--- src/rtl/tdm_pkg.sv ---
// Shared TDM constants and FSM state encoding for the transmit and receive sides.
package tdm_pkg;

    localparam int unsigned LANES  = 4;
    localparam int unsigned W      = 4;
    localparam int unsigned SEL_W  = $clog2(LANES);
    localparam int unsigned CNT_W  = (W > 1) ? $clog2(W) : 1;
    localparam int unsigned WORD_W = LANES * W;

    typedef enum logic {
        ST_HUNT = 1'b0,
        ST_RUN  = 1'b1
    } state_t;

endpackage

--- src/rtl/tdm_demux_4_if.sv ---
// Serial-link side and lane-consumer side of the TDM de-interleaver.
interface tdm_demux_4_if;
    import tdm_pkg::*;

    logic              en;
    logic              in;
    logic              sync;
    logic [WORD_W-1:0] out;
    logic              valid;
    logic [SEL_W-1:0]  sel;
    logic              locked;
    logic              sync_err;

    modport master (
        output en, in, sync,
        input  out, valid, sel, locked, sync_err
    );

    modport slave (
        input  en, in, sync,
        output out, valid, sel, locked, sync_err
    );

endinterface

--- src/rtl/tdm_lane_reg.sv ---
// One lane word: W-bit register written one bit at a time.
module tdm_lane_reg #(
    parameter int unsigned W     = 4,
    parameter int unsigned IDX_W = 2
) (
    input  logic             clk,
    input  logic             reset,
    input  logic             wr,
    input  logic [IDX_W-1:0] idx,
    input  logic             d,
    output logic [W-1:0]     q
);

    // Single-bit write at idx; other bits hold.
    always_ff @(posedge clk) begin
        if (reset) begin
            q <= '0;
        end else if (wr) begin
            q[idx] <= d;
        end
    end

endmodule

--- src/rtl/tdm_demux_4.sv ---
// TDM receive de-interleaver: serial bits, round-robin over LANES slots, into lane words.
module tdm_demux_4
    import tdm_pkg::*;
(
    input  logic           clk,
    input  logic           reset,
    tdm_demux_4_if.slave   bus
);

    state_t              state;
    logic [SEL_W-1:0]    slot;
    logic [CNT_W-1:0]    bitcnt;
    logic [WORD_W-1:0]   out_q;
    logic                valid_q;
    logic                err_q;
    logic                locked_q;

    logic [LANES-1:0]    wr_c;
    logic [CNT_W-1:0]    idx_c;
    logic                restart_c;
    logic                misalign_c;
    logic                complete_c;
    logic [WORD_W-1:0]   lanes_q;
    logic [WORD_W-1:0]   word_c;

    // Decode where the current bit lands; a restart forces it to lane0 bit0.
    always_comb begin
        wr_c       = '0;
        idx_c      = '0;
        restart_c  = 1'b0;
        misalign_c = 1'b0;
        complete_c = 1'b0;
        if (bus.en) begin
            if (state == ST_HUNT) begin
                restart_c = bus.sync;
            end else if (bus.sync && (slot != '0)) begin
                restart_c  = 1'b1;
                misalign_c = 1'b1;
            end else begin
                wr_c[slot] = 1'b1;
                idx_c      = bitcnt;
                complete_c = (slot == SEL_W'(LANES - 1)) && (bitcnt == CNT_W'(W - 1));
            end
        end
        if (restart_c) begin
            wr_c    = '0;
            wr_c[0] = 1'b1;
            idx_c   = '0;
        end
    end

    // Finished word includes the bit arriving this cycle (last lane, top bit).
    always_comb begin
        word_c             = lanes_q;
        word_c[WORD_W-1]   = bus.in;
    end

    for (genvar k = 0; k < LANES; k++) begin : g_lane
        tdm_lane_reg #(
            .W     (W),
            .IDX_W (CNT_W)
        ) u_lane (
            .clk   (clk),
            .reset (reset),
            .wr    (wr_c[k]),
            .idx   (idx_c),
            .d     (bus.in),
            .q     (lanes_q[k*W +: W])
        );
    end

    // FSM, slot/bit counters, output word and one-cycle pulse flags.
    always_ff @(posedge clk) begin
        if (reset) begin
            state    <= ST_HUNT;
            slot     <= '0;
            bitcnt   <= '0;
            out_q    <= '0;
            valid_q  <= 1'b0;
            err_q    <= 1'b0;
            locked_q <= 1'b0;
        end else begin
            valid_q <= 1'b0;
            err_q   <= 1'b0;
            if (restart_c) begin
                state    <= ST_RUN;
                locked_q <= 1'b1;
                slot     <= SEL_W'(1);
                bitcnt   <= '0;
                err_q    <= misalign_c;
            end else if (bus.en && (state == ST_RUN)) begin
                slot <= slot + SEL_W'(1);
                if (slot == SEL_W'(LANES - 1)) begin
                    if (complete_c) begin
                        bitcnt  <= '0;
                        out_q   <= word_c;
                        valid_q <= 1'b1;
                    end else begin
                        bitcnt <= bitcnt + CNT_W'(1);
                    end
                end
            end
        end
    end

    assign bus.out      = out_q;
    assign bus.valid    = valid_q;
    assign bus.sel      = slot;
    assign bus.locked   = locked_q;
    assign bus.sync_err = err_q;

endmodule
--- src/flat_wrapper.sv ---
// flat-port wrapper written by rule: the top's interface ports become plain ports
module tdm_demux_4_flat import tdm_pkg::*;
  (clk, reset, bus_en, bus_in, bus_sync, bus_out, bus_valid, bus_sel, bus_locked, bus_sync_err);
  tdm_demux_4_if bus_i ();
  input  logic clk;
  input  logic reset;
  input wire logic [$bits(bus_i.en)-1:0] bus_en;
  input wire logic [$bits(bus_i.in)-1:0] bus_in;
  input wire logic [$bits(bus_i.sync)-1:0] bus_sync;
  output wire logic [$bits(bus_i.out)-1:0] bus_out;
  output wire logic [$bits(bus_i.valid)-1:0] bus_valid;
  output wire logic [$bits(bus_i.sel)-1:0] bus_sel;
  output wire logic [$bits(bus_i.locked)-1:0] bus_locked;
  output wire logic [$bits(bus_i.sync_err)-1:0] bus_sync_err;
  assign bus_i.en = bus_en;
  assign bus_i.in = bus_in;
  assign bus_i.sync = bus_sync;
  assign bus_out = bus_i.out;
  assign bus_valid = bus_i.valid;
  assign bus_sel = bus_i.sel;
  assign bus_locked = bus_i.locked;
  assign bus_sync_err = bus_i.sync_err;
  tdm_demux_4 u_core (.clk(clk), .reset(reset), .bus(bus_i));
endmodule
--- config.mk ---
export PLATFORM = sky130hd
export DESIGN_NAME = tdm_demux_4_flat
export DESIGN_NICKNAME = d
export VERILOG_FILES = /design/src/rtl/tdm_pkg.sv /design/src/rtl/tdm_demux_4_if.sv /design/src/rtl/tdm_lane_reg.sv /design/src/rtl/tdm_demux_4.sv /design/src/flat_wrapper.sv
export SDC_FILE = /design/constraint.sdc
export NUM_CORES = 1
export LEC_CHECK = 0
export CAP_MARGIN = 20
export CELL_PAD_IN_SITES_DETAIL_PLACEMENT = 1
export CELL_PAD_IN_SITES_GLOBAL_PLACEMENT = 2
export CORE_UTILIZATION = 32
export CTS_BUF_LIST = sky130_fd_sc_hd__clkbuf_4 sky130_fd_sc_hd__clkbuf_8 sky130_fd_sc_hd__clkbuf_16
export DETAILED_ROUTE_END_ITERATION = 10
export GPL_TIMING_DRIVEN = 1
export PLACE_DENSITY_LB_ADDON = 0.08
export REMOVE_ABC_BUFFERS = 1
export SKIP_CTS_REPAIR_TIMING = 1
export SLEW_MARGIN = 20
export SYNTH_ARGS = -nofsm -noshare
export SYNTH_HDL_FRONTEND = slang
export SYNTH_SLANG_ARGS = --single-unit
--- constraint.sdc ---
create_clock -name clk -period 2.12 [get_ports clk]
set_input_delay 0.424 -clock clk [delete_from_list [all_inputs] [get_ports clk]]
set_output_delay 0.424 -clock clk [all_outputs]
set_load 0.05 [all_outputs]
==> reports/qor.yml <==
run_status:
  outcome: "complete, no violations"
die:
  rows: 25
  die_h_um: 73.6
  dieArea_um2: 5420
  die-width_um: 73.6
  initial_core_util_pct: 34.1
  ios: 26
  core_um2: 4820
clock_network:
  clock-root-buffer: "clkbuf_8"
  clock_sinks: 38
  tritoncts: "yes"
  cts_made_buffers: 5
  cts_buffer_depth: 2
  clkTransAtPathRegs_ns: 0.07
  clk_latency_ns: 0.29
  htreeDepth: 2
power:
  ir_worst_vdd_uv: 285
  p_per_area_nw_per_um2: 660
  netSwitchingFraction_pct: 23.8
  leakage_nw: 0.884
  p_switching_uw: 321
  internal-power_mw: 1.03
  power_frac_comb_pct: 7.3
  pwr-share-clk_pct: 39.1
  seq_power_share_pct: 53.6
setup_path:
  path_cells: "clkdlybuf4s50_1"
  worst-r2r-cell-count: 7
  cp.required_ns: 1.70
  startpoint_type: "flip-flop"
  critPathMaxFanout: 6
  cp_num_buf_inv: 1
  cp-end-kind: "output pin"
  r2r_slack_ns: 0.34
  path_depth: 1
  crit_path_top_delay_cell: "clkdlybuf4s50_1"
  crit_arrival_ns: 1.56
  crit_path_start: "u_core.bus.sel[0]$_SDFFE_PP0P_"
  timing.rr.end: "u_core.bus.out[3]$_SDFFE_PP0P_"
  crit_type: "flip-flop to output pin"
  critical_path.top_delay_family: "buffers and inverters"
  r2r_start: "u_core.bus.sel[0]$_SDFFE_PP0P_"
  crit_end: "bus_sel[0]"
  cpPeakStageDelay_ns: 0.84
layout:
  final_cell_mix: "dfxtp_1 (38), nor2_1 (26), clkdlybuf4s50_1 (24), mux2i_1 (21)"
  num_antenna_cells: 0
  drive_gt1_share_pct: 10.0
  final_common_cell: "dfxtp_1"
  final_nets: 210
  fin_cells: 267
  syn_to_final_growth_pct: 24.7
  nFillCells: 565
synthesis:
  synth_cells: 171
  ys_dominant_reg_cell: "dfxtp_1"
  ys_ff_latch: 38
  yosysSeqAreaShare_pct: 46.4
  netlist_area_um2: 1640
  synthArstFlopShare_pct: 0
  ys_warn_count: 0
  synth_edf_count: 0
  syn_avg_cell_area_um2: 9.59
  synth_cell_types: 27
timing:
  tightest_slew_ns: 0.519
  final-hold-violation-count: 0
  finalCriticalPeriod_ns: 1.99
  worst_slack_ns: 0.131
  relSlewSlack_pct: 65.3
  drv_slew: 0
  fmax_mhz: 503
  finClkSkew_ns: 0.00457
  report.final.setup_viol: 0
  fin_tns_setup_ns: 0
  grt_setup_unrepaired: "false"
  finalCritPeriodShare_pct: 93.8
place:
  dp.cells: 259
  dp_slack_ns: 0.140
  post-dp-hpwl_um: 2790
  place_congestion: 0.810
  portBuffers: 25
detailed_routing:
  routedWlPerCell_um: 14.4
  drtIter0Drc: 45
  ant_nets: 0
  wl_um: 3850
  viasPerCell: 4.97
  remaining_drc_errors: 0
  vias: 1326
  firstDrtPassIters: 4
global_routing:
  track_usage_pct: 16.2
  grt-ovfl-total: 0
  grt_pass1_wl_um: 6550
  grt_max_degree: 23
  antenna_found_initial: 0
  grt_pass1_vias: 1334
min_path:
  hold_path.class: "flip-flop to flip-flop"
  worstHoldPathCells: 2
run:
  maxCapViolations: 0
-- per-stage QoR --
stage	total power [mW]	hold WS (ns)	cell area, um^2	utilization (%)
finish	1.35	0.479	2050	42.5
global route	1.42	0.511	2050	42.5
CTS	1.36	0.482	2050	42.5
detailed placement	0.840	0.469	1950	40.5
global placement	0.839	0.464	1950	40.5
floorplan	0.787	0.451	1560	-
-- power groups by stage --
stage / clock network [mW] / logic [mW] / registers [mW]
final: 0.528 / 0.0988 / 0.724
after global routing: 0.584 / 0.108 / 0.725
after CTS: 0.541 / 0.0995 / 0.724
after detailed placement: 0 / 0.0991 / 0.741
after global placement: 0 / 0.0980 / 0.741
after floorplan: 0 / 0.0341 / 0.753
-- layout make-up --
class                      instances  area (um^2)  area share (%)
clock buffer                       7         90.1            4.40
clock inverter                     1         5.00           0.245
inverter                           2         7.51           0.367
multi-input combinational        119          791            38.7
sequential                        38          761            37.2
tap                               67         83.8            4.10
timing repair buffer              33          308            15.0
-- logic make-up (layout without fill, tap and decap cells) --
group           Yosys count  after routing  synth area share (%)
compound gates           20             20                  6.86
simple gates             72             72                  24.0
mux                      21             21                  12.8
buf+inv                  14             43                  5.42
flops                    38             38                  46.4
fa+ha+maj                 6              6                  4.58
-- synthesized netlist by cell type (3+ instances only) --
master / number / share of area, %
dfxtp_1: 38 / 46
nor2_1: 26 / 5.9
mux2i_1: 21 / 13
nand3b_1: 10 / 4.6
o21ai_1: 10 / 3.1
nand4_1: 9 / 3.4
nand3_1: 7 / 2.1
ha_1: 6 / 4.6
nand2_1: 6 / 1.4
a21oi_1: 5 / 1.5
clkbuf_1: 5 / 1.1
buf_2: 4 / 1.2
and3_1: 3 / 1.1
nand2b_1: 3 / 1.1
-- how the worst min path moves through the flow --
stage	from	to	slack [ns]
detailed placement	u_core.g_lane[0].u_lane.q[2]$_SDFFE_PP0P_	u_core.g_lane[0].u_lane.q[2]$_SDFFE_PP0P_	0.47
finish	u_core.g_lane[0].u_lane.q[2]$_SDFFE_PP0P_	u_core.g_lane[0].u_lane.q[2]$_SDFFE_PP0P_	0.48
global placement	u_core.g_lane[3].u_lane.q[1]$_SDFFE_PP0P_	u_core.g_lane[3].u_lane.q[1]$_SDFFE_PP0P_	0.46
CTS	u_core.g_lane[0].u_lane.q[2]$_SDFFE_PP0P_	u_core.g_lane[0].u_lane.q[2]$_SDFFE_PP0P_	0.48
floorplan	u_core.g_lane[0].u_lane.q[0]$_SDFFE_PP0P_	u_core.g_lane[0].u_lane.q[0]$_SDFFE_PP0P_	0.45
global route	u_core.g_lane[2].u_lane.q[2]$_SDFFE_PP0P_	u_core.g_lane[2].u_lane.q[2]$_SDFFE_PP0P_	0.51
-- routing by layer --
layer	vias to the layer above	wire (um)	GRT usage [%]
li1	651	-	-
met1	642	1800	20.8
met2	28	1830	25.7
met3	5	156	4.12
met4	0	64	7.05
met5	-	0	0
-- state kept, by name, summed over array words and instances, names as in the netlist --
name                    flops
u_core.bitcnt               2
u_core.g_lane.u_lane.q     15
u_core.bus.sync_err         1
u_core.bus.out             16
u_core.bus.locked           1
u_core.bus.valid            1
u_core.bus.sel              2
Note: power is estimated with default switching activity, not from simulation.
